==> src/rtl/memory_pkg.sv <==
// rtl/memory_pkg.sv - Shared funct3 codes, FSM states and access-size decode for the memory stage.
package memory_pkg;

    localparam logic [2:0] F3_B  = 3'b000;
    localparam logic [2:0] F3_H  = 3'b001;
    localparam logic [2:0] F3_W  = 3'b010;
    localparam logic [2:0] F3_BU = 3'b100;
    localparam logic [2:0] F3_HU = 3'b101;

    typedef enum logic [2:0] {
        S_IDLE,
        S_STORE,
        S_LOAD_ADDR,
        S_LOAD_DATA,
        S_RMW_ADDR,
        S_RMW_WRITE
    } state_t;

    typedef enum logic [1:0] {
        SZ_B,
        SZ_H,
        SZ_W
    } size_t;

    // Undefined encodings fall through to a full-word access.
    function automatic size_t f3_size(input logic [2:0] f3);
        size_t sz;
        case (f3)
            F3_B, F3_BU: sz = SZ_B;
            F3_H, F3_HU: sz = SZ_H;
            F3_W:        sz = SZ_W;
            default:     sz = SZ_W;
        endcase
        return sz;
    endfunction

    function automatic logic f3_signed(input logic [2:0] f3);
        return ~f3[2];
    endfunction

endpackage

==> src/rtl/memory_align.sv <==
// rtl/memory_align.sv - Combinational lane extract/extend for loads and lane merge for sub-word stores.
module mem_align
    import memory_pkg::*;
(
    input  logic [31:0] ld_word,
    input  logic [31:0] st_old,
    input  logic [31:0] st_wdata,
    input  logic [1:0]  addr_lo,
    input  logic [2:0]  funct3,
    output logic [31:0] ld_value,
    output logic [31:0] st_word
);

    function automatic logic [31:0] load_extract(input logic [31:0] word,
                                                 input logic [1:0]  lo,
                                                 input logic [2:0]  f3);
        logic [7:0]  b;
        logic [15:0] h;
        logic [31:0] v;
        b = word[{lo, 3'b000} +: 8];
        h = lo[1] ? word[31:16] : word[15:0];
        case (f3_size(f3))
            SZ_B:    v = f3_signed(f3) ? {{24{b[7]}}, b} : {24'd0, b};
            SZ_H:    v = f3_signed(f3) ? {{16{h[15]}}, h} : {16'd0, h};
            default: v = word;
        endcase
        return v;
    endfunction

    // Little-endian: byte lane n occupies bits [8n+7:8n].
    function automatic logic [31:0] store_merge(input logic [31:0] old,
                                                input logic [31:0] wdata,
                                                input logic [1:0]  lo,
                                                input logic [2:0]  f3);
        logic [31:0] v;
        v = old;
        case (f3_size(f3))
            SZ_B: v[{lo, 3'b000} +: 8] = wdata[7:0];
            SZ_H: begin
                if (lo[1]) v[31:16] = wdata[15:0];
                else       v[15:0]  = wdata[15:0];
            end
            default: v = wdata;
        endcase
        return v;
    endfunction

    assign ld_value = load_extract(ld_word, addr_lo, funct3);
    assign st_word  = store_merge(st_old, st_wdata, addr_lo, funct3);

endmodule

==> src/rtl/memory.sv <==
// rtl/memory.sv - Memory-access pipeline stage: word/half/byte loads, stores and sub-word RMW.
// Optional MEMORY_MISALIGN_TRAP_EN adds a misaligned flag and skips RAM access for unaligned H/W.
module memory
    import memory_pkg::*;
#(
    parameter int ADDR_W = 32,
    parameter int DATA_W = 32
) (
    input  logic              clk,
    input  logic              rst,
    input  logic              in_valid,
    input  logic [DATA_W-1:0] result,
    input  logic [DATA_W-1:0] rs2_value,
    input  logic [4:0]        rd,
    input  logic              MemRead,
    input  logic              MemWrite,
    input  logic              RegWrite,
    input  logic [2:0]        funct3,
    output logic [ADDR_W-1:0] ram_address,
    output logic [DATA_W-1:0] ram_data_in,
    output logic              ram_write_enable,
    input  logic [DATA_W-1:0] ram_data_out,
    output logic [DATA_W-1:0] data_out,
    output logic [4:0]        rd_out,
    output logic              reg_write_out,
    output logic              mem_done,
`ifdef MEMORY_MISALIGN_TRAP_EN
    output logic              misaligned,
`endif
    output logic              busy
);

    state_t            state_q, state_d;
    logic [ADDR_W-1:0] addr_q, addr_d;
    logic [DATA_W-1:0] wdata_q, wdata_d;
    logic [4:0]        rd_q, rd_d;
    logic              regw_q, regw_d;
    logic [2:0]        funct3_q, funct3_d;
    logic [DATA_W-1:0] data_out_q, data_out_d;
    logic [4:0]        rd_out_q, rd_out_d;
    logic              reg_write_out_q, reg_write_out_d;
    logic              mem_done_q, mem_done_d;
    logic              misaligned_q, misaligned_d;

    logic [DATA_W-1:0] ld_value, st_word;
    logic              trap_access;

    mem_align u_align (
        .ld_word  (ram_data_out),
        .st_old   (ram_data_out),
        .st_wdata (wdata_q),
        .addr_lo  (addr_q[1:0]),
        .funct3   (funct3_q),
        .ld_value (ld_value),
        .st_word  (st_word)
    );

`ifdef MEMORY_MISALIGN_TRAP_EN
    always_comb begin
        trap_access = 1'b0;
        if (MemRead || MemWrite) begin
            case (f3_size(funct3))
                SZ_W:    trap_access = (result[1:0] != 2'b00);
                SZ_H:    trap_access = result[0];
                default: trap_access = 1'b0;
            endcase
        end
    end
`else
    assign trap_access = 1'b0;
`endif

    always_comb begin
        state_d          = state_q;
        addr_d           = addr_q;
        wdata_d          = wdata_q;
        rd_d             = rd_q;
        regw_d           = regw_q;
        funct3_d         = funct3_q;
        data_out_d       = data_out_q;
        rd_out_d         = rd_out_q;
        reg_write_out_d  = reg_write_out_q;
        mem_done_d       = 1'b0;
        misaligned_d     = 1'b0;
        ram_write_enable = 1'b0;
        ram_data_in      = '0;

        case (state_q)
            S_IDLE: begin
                if (in_valid) begin
                    addr_d   = result[ADDR_W-1:0];
                    wdata_d  = rs2_value;
                    rd_d     = rd;
                    regw_d   = RegWrite;
                    funct3_d = funct3;
                    if (trap_access) begin
                        mem_done_d      = 1'b1;
                        misaligned_d    = 1'b1;
                        data_out_d      = '0;
                        rd_out_d        = rd;
                        reg_write_out_d = 1'b0;
                    end else if (MemRead) begin
                        state_d = S_LOAD_ADDR;
                    end else if (MemWrite) begin
                        state_d = (f3_size(funct3) == SZ_W) ? S_STORE : S_RMW_ADDR;
                    end else begin
                        mem_done_d      = 1'b1;
                        data_out_d      = result;
                        rd_out_d        = rd;
                        reg_write_out_d = RegWrite;
                    end
                end
            end
            S_STORE: begin
                ram_write_enable = 1'b1;
                ram_data_in      = wdata_q;
                state_d          = S_IDLE;
                mem_done_d       = 1'b1;
                data_out_d       = '0;
                rd_out_d         = rd_q;
                reg_write_out_d  = regw_q;
            end
            S_LOAD_ADDR: state_d = S_LOAD_DATA;
            S_LOAD_DATA: begin
                state_d         = S_IDLE;
                mem_done_d      = 1'b1;
                data_out_d      = ld_value;
                rd_out_d        = rd_q;
                reg_write_out_d = regw_q;
            end
            S_RMW_ADDR: state_d = S_RMW_WRITE;
            S_RMW_WRITE: begin
                ram_write_enable = 1'b1;
                ram_data_in      = st_word;
                state_d          = S_IDLE;
                mem_done_d       = 1'b1;
                data_out_d       = '0;
                rd_out_d         = rd_q;
                reg_write_out_d  = regw_q;
            end
            default: state_d = S_IDLE;
        endcase
    end

    always_ff @(posedge clk) begin
        if (rst) begin
            state_q         <= S_IDLE;
            addr_q          <= '0;
            wdata_q         <= '0;
            rd_q            <= '0;
            regw_q          <= 1'b0;
            funct3_q        <= '0;
            data_out_q      <= '0;
            rd_out_q        <= '0;
            reg_write_out_q <= 1'b0;
            mem_done_q      <= 1'b0;
            misaligned_q    <= 1'b0;
        end else begin
            state_q         <= state_d;
            addr_q          <= addr_d;
            wdata_q         <= wdata_d;
            rd_q            <= rd_d;
            regw_q          <= regw_d;
            funct3_q        <= funct3_d;
            data_out_q      <= data_out_d;
            rd_out_q        <= rd_out_d;
            reg_write_out_q <= reg_write_out_d;
            mem_done_q      <= mem_done_d;
            misaligned_q    <= misaligned_d;
        end
    end

    assign ram_address   = {addr_q[ADDR_W-1:2], 2'b00};
    assign data_out      = data_out_q;
    assign rd_out        = rd_out_q;
    assign reg_write_out = reg_write_out_q;
    assign mem_done      = mem_done_q;
    assign busy          = (state_q != S_IDLE);
`ifdef MEMORY_MISALIGN_TRAP_EN
    assign misaligned    = misaligned_q;
`else
    logic unused_misaligned;
    assign unused_misaligned = misaligned_q;
`endif

endmodule
==> config.mk <==
export PLATFORM = sky130hd
export DESIGN_NAME = memory
export DESIGN_NICKNAME = d
export VERILOG_FILES = /design/src/rtl/memory_pkg.sv /design/src/rtl/memory_align.sv /design/src/rtl/memory.sv
export SDC_FILE = /design/constraint.sdc
export NUM_CORES = 1
export LEC_CHECK = 0
export ABC_AREA = 1
export CAP_MARGIN = 20
export CORE_ASPECT_RATIO = 0.7
export CORE_MARGIN = 5
export CORE_UTILIZATION = 36
export DETAILED_ROUTE_END_ITERATION = 8
export PLACE_DENSITY = 0.65
export SYNTH_ARGS = -nofsm -noshare
export SYNTH_HDL_FRONTEND = slang
export SYNTH_SLANG_ARGS = --single-unit
==> constraint.sdc <==
create_clock -name clk -period 2.6 [get_ports clk]
set_clock_uncertainty 0.05 [all_clocks]
set_input_delay 0.65 -clock clk [delete_from_list [all_inputs] [get_ports clk]]
set_output_delay 0.65 -clock clk [all_outputs]
set_load 0.005 [all_outputs]
# ---- After elaboration in Yosys (flattened, before gate mapping)
# Cells that the tools add are included.
dict set report totals {
  ff_bits 115
  latch_bits 0
  mem_bits_rw 0
  rom_bits 0
  inputBits 110
  out_inout_bits 105
  wordCells 85
  n_memories 0
}
dict set report op_classes {
  n_addsub 1
  multipliers 0
  div_mod_pow 0
  order_cmp 0
  eq_ne 17
  n_shift 3
  muxes 37
  n_bitwise 0
  reduce_logical 17
}
# operator count
set op_table {}
lappend op_table {{32-bit one-hot mux with 2 select lines} 3}
lappend op_table {{32-bit two-way mux} 5}
lappend op_table {{32-bit one-hot mux with 3 select lines} 1}
lappend op_table {{16-bit two-way mux} 3}
lappend op_table {{32-bit bitwise mux} 1}
lappend op_table {{8-bit by 7-bit variable shift with 32-bit output (first input constant)} 1}
lappend op_table {{32-bit by 6-bit indexed part select with 8-bit output} 1}
lappend op_table {{8-bit by 7-bit indexed part select with 32-bit output} 1}
lappend op_table {{3-bit equality test (second input constant)} 6}
lappend op_table {{5-bit two-way mux} 3}
lappend op_table {{3-bit two-way mux} 4}
lappend op_table {{5-bit one-hot mux with 2 select lines} 1}
lappend op_table {{2-bit OR reduction} 5}
lappend op_table {{3-bit by 1-bit equality test with 1-bit output (second input constant)} 3}
lappend op_table {{3-bit zero test} 3}
lappend op_table {{3-bit one-hot mux with 3 select lines} 1}
lappend op_table {{2-bit two-way mux} 4}
lappend op_table {{2-bit one-hot mux with 2 select lines} 2}
lappend op_table {{4-bit AND reduction} 2}
lappend op_table {{1-bit two-way mux} 7}
lappend op_table {{5-bit negation with 7-bit output} 1}
lappend op_table {{3-bit by 2-bit equality test with 1-bit output (second input constant)} 2}
lappend op_table {{2-bit != test (second input constant)} 3}
lappend op_table {{3-bit nonzero test} 2}
lappend op_table {{8 further kinds} 10}

# ---- Longest topological paths before layout
dict set report logic_depth {
  word_depth 13
  depth_mapped 12
  mapped_depth_nobuf 10
}

# ---- Cells and area by module
# From an unflattened synthesis, not the netlist that was laid out.
dict set report hier_totals {
  hier_cells 1273
  area_unflattened_um2 7722.4
}
# module instances cells_per_inst area_per_inst_um2 seq_area_each_um2
set by_module_without_submodules {}
lappend by_module_without_submodules {memory 1 877 5848.1 2302.2}
lappend by_module_without_submodules {mem_align 1 396 1874.3 0.0}

# ---- Least setup slack after synthesis
# No wires, ideal clock.
dict set report synth_timing {
  kind {register to output}
  from {reg addr_q[1]}
  to {out ram_data_in[5]}
  arrival_ps 2027
  t_required_ps 1900
  slack_ps -127
  path_stages_with_launch 11
  path_buffers 3
  cell_sequence {dfxtp_1 inv_1 buf_2 buf_1 ha_1 clkbuf_1 nor2_1 nand2_1 o21ai_0 o2111ai_1 o21ai_0}
}
dict set report synth_between {
  elab_chain_len 5
  elab_cells_between_ends 7
  classes_between {1 x add/sub; 2 x shift; 4 x mux}
}
# item line
set synth_lines {}
lappend synth_lines {{start, declared} memory.sv:34} ;# logic [ADDR_W-1:0] addr_q, addr_d;
lappend synth_lines {{start signal, assigned} memory.sv:160} ;# addr_q <= addr_d;
lappend synth_lines {{5-bit negation with 7-bit output} memory_align.sv:38} ;# SZ_B: v[{lo, 3'b000} +: 8] = wdata[7:0];
lappend synth_lines {{8-bit by 7-bit indexed part select with 32-bit output / 8-bit by 7-bit variable shift with 32-bit output (equally long branches)} memory_align.sv:38}
lappend synth_lines {{32-bit bitwise mux} memory_align.sv:38}
lappend synth_lines {{32-bit one-hot mux with 2 select lines *} memory_align.sv:37} ;# case (f3_size(f3))
lappend synth_lines {{32-bit one-hot mux with 2 select lines *} memory.sv:88} ;# case (state_q)
lappend synth_lines {{end, declared} memory.sv:20} ;# output logic [DATA_W-1:0] ram_data_in,
# Mark *: on every way between the ends. The rest lies on a longest branch, timed or not.

# ---- Worst setup path in the final report
dict set report layout_timing {
  from {reg addr_q[0]}
  to {out ram_data_in[28]}
}
dict set report layout_between {
  elab_chain_len 5
  elab_cells_between_ends 6
  classes_between {1 x add/sub; 2 x shift; 3 x mux}
}
# item line
set layout_lines {}
lappend layout_lines {{5-bit negation with 7-bit output *} memory_align.sv:38}
lappend layout_lines {{8-bit by 7-bit indexed part select with 32-bit output / 8-bit by 7-bit variable shift with 32-bit output (equally long branches)} memory_align.sv:38}
lappend layout_lines {{32-bit bitwise mux *} memory_align.sv:38}
lappend layout_lines {{32-bit one-hot mux with 2 select lines *} memory_align.sv:37}
lappend layout_lines {{32-bit one-hot mux with 2 select lines *} memory.sv:88}
# Marks and branches as above.

==> results.md <==
* First-pass GRT wire length at 47,800 um
* HP Class: reg -> reg
* Post-DP HPWL at 24,100 um
* Post-DR wirelength/cell at 19.8 um
* Fin. max-slew vios at 0
* Clk slew on worst S/H paths at 60 ps
* Largest net degree at the start of global routing at 62
* Worst setup margin at -105 ps
* Post-synthesis mux area share at 0
* Post-synthesis compound-gate area fraction at 0.306
* Final Hold Fails at 0
* Ports at 215
* Die Ht at 126 um
* Fin area at 11,100 um2
* Skew-Pair Late Insertion Delay at 420 ps
* Max-slew headroom at 0.642
* Drt initial violations at 880
* RSZ-0062 raised after global routing: true
* Worst Setup SP: addr_q[0]
* Post-synth EDFFs at 0
* Final setup violation count at 23
* Flops & latches, synth at 115
* Avg Vias per Cell at 5.43
* Post-synth top cells: nand2_1, o21ai_0, a21oi_1, dfxtp_1, inv_1
* Fin crit period at 2710 ps
* Reg2reg start: state_q[0]
* WHS Path Cells at 2
* Area delta synth->final at 59.2%
* Root Buffer: clkbuf_16
* Final Net Count at 1,479
* Max Clock Freq at 370 MHz
* Synth area leaders: dfxtp_1, o21ai_0, nand2_1
* Clock power frac at 0.359
* Cell taking the most area after synthesis: dfxtp_1
* Initial antenna violation count at 2
* Largest family of logic cells by synthesized area: compound AO/OA/AOI/OAI gates
* Reg power frac at 0.297
* Core region area at 18,900 um2
* Top FF cell, synth: dfxtp_1
* DIE WIDTH at 176 um
* VDD IR-drop max at 0.424 mV
* Clock Sinks at 115
* Comb power frac at 0.344
* Sequential fraction of the synthesis area at 0.332
* Post-Synthesis Cell Area at 6940 um2
* Post-Synthesis Cells at 1,095
* CP arrival at 2010 ps
* TritonCTS clock tree: built
* Gpl congestion at 1.01
* Layout filler cell count at 1,851
* Measured slew at the worst slew-check pin at 535 ps
* Global Route Usage Sum at 0.277
* Worst setup SP type: flop
* Pwr/cell area at 641 nW/um2
* First-pass DRT Iterations at 5
* Initial Utilization at 0.367
* Pleak at 4.56 nW
* ANT nets after route at 0
* Port Buffers at 212
* ANT cells at 0
* # H-tree levels at 4
* Clock Tree Buf Depth at 2
* Synth warn at 0
* Top-area cell type share of the netlist area at 0.332
* Via Count at 8,787
* Post-Synth Simple-Gate Area at 0.224
* Cell Area, Placed at 9870 um2
* Syn Area/Cell at 6.34 um2
* Reg2Reg Depth at 7
* Vias in the first global route at 8,123
* Overflow after GRT at 0
* Async S/R FF share, synth at 0
* Tot Pwr at 7.08 mW
* Final period util at 1.04
* Die area at 22,200 um2
* TritonCTS Buffers at 17
* Maxcap violations at 0
* Switching Share at 0.335
* Total routed wirelength at 32,100 um
* Layout Utilization at 0.584
* WS Path Type: reg -> out
* Post-Synth XOR/XNOR Area at 0
* Psw at 2.37 mW
* Crit path max fanout at 5
* Post-CTS Hold Buffers at 0
* Drt drc at 0
* Library cells used by synthesis at 34
* Hold path start: rd_q[3]
* Most frequent cell after synthesis: nand2_1
* Std cell rows at 42
* Failing checks: negative setup slack
* Adder-cell share of the synthesized area at 0.00901
* Pint at 4.71 mW
* Outcome: complete, but fails checks
* Crit path capture type: output port
* Req. time, crit path at 1900 ps
* Share of cells above drive strength 1 at 0.216
==> cell type report <==
type / count / area [um2] / share of cell area
clock buffers: 18 / 429 / 0.0388
clock inverters: 14 / 203 / 0.0183
inverters: 88 / 354 / 0.0320
multi-input cells: 784 / 4130 / 0.374
flip-flops and latches: 115 / 2310 / 0.209
well taps: 242 / 303 / 0.0274
repair buffers: 358 / 3320 / 0.301
==> through the flow <==
stage	cells	hold WS (ps)	setup WS (ps)	TNS (ps)
2_1_floorplan	1096	375	5.93	0
3_3_place_gp	1568	383	-528	-9100
3_5_place_dp	1568	388	-476	-9030
4_1_cts	1615	397	-152	-2080
5_1_grt	1619	414	-204	-4090
6_report	1619	394	-105	-1450
==> critical path: stages (launching register included) <==
cell,delay [ps]
dfxtp_4,380
inv_6,50
ha_4,160
inv_4,70
buf_12,130
nand3_4,100
buf_6,150
o21ai_4,150
nand2_2,70
nand3_2,60
nand2_1,50
o21ai_1,80
buf_2,130
==> path summary, 6_finish.rpt <==
check	endpoint	slack, ps
min	rd_q[3]	390
max	ram_data_in[28]	-110
min reg2reg	rd_q[3]	390
max reg2reg	data_out[7]	640
==> layout by cell type (no fill, tap or decap), drive strengths merged, types with 2 or more instances in the layout <==
cell,instances
nand4,9
a21oi,163
o21ai,192
o211ai,27
inv,88
a22oi,4
conb,2
o22ai,9
dfxtp,115
ha,5
bufinv,4
nor2,69
o2111ai,3
nand2,235
nor3,3
clkbuf,20
clkdlybuf4s50,179
clkinvlp,2
nand3,58
clkinv,8
buf,175
==> logic make-up after synthesis <==
family / after synthesis
adder cells (fa/ha/maj): 5
AO/OA/AOI/OAI: 402
buffers and inverters: 197
flip-flops: 115
other: 1
AND/OR/NAND/NOR: 375
==> power by group through the flow <==
stage / logic [mW] / registers, mW / clock network, mW
finish: 2.44 / 2.10 / 2.54
global route: 2.62 / 2.12 / 2.66
CTS: 2.32 / 2.09 / 2.57
detailed placement: 2.07 / 2.12 / 0
global placement: 2.06 / 2.12 / 0
floorplan: 1.02 / 2.10 / 0
==> registers in the layout, indices dropped and copies added, names as in the netlist <==
name and count:
addr_q 32, data_out 32, wdata_q 32, rd_out 5, rd_q 5, funct3_q 3
state_q 3, mem_done 1, reg_write_out 1, regw_q 1
==> repair_timing <==
action                                  CTS  global route
pin swaps                                45            50
endpoints found under the setup margin   32            32
gates resized for setup                 237            62
gates cloned                              2             0
buffers inserted                         14             8
==> layer usage <==
layer  track usage  wire length (um)  up-vias
li1              -                 -     4199
met1         0.415             15000     4112
met2         0.392             13300      435
met3        0.0746              3270       37
met4        0.0678               448        4
met5             0                27        -
(Power assumes the default switching activity.)
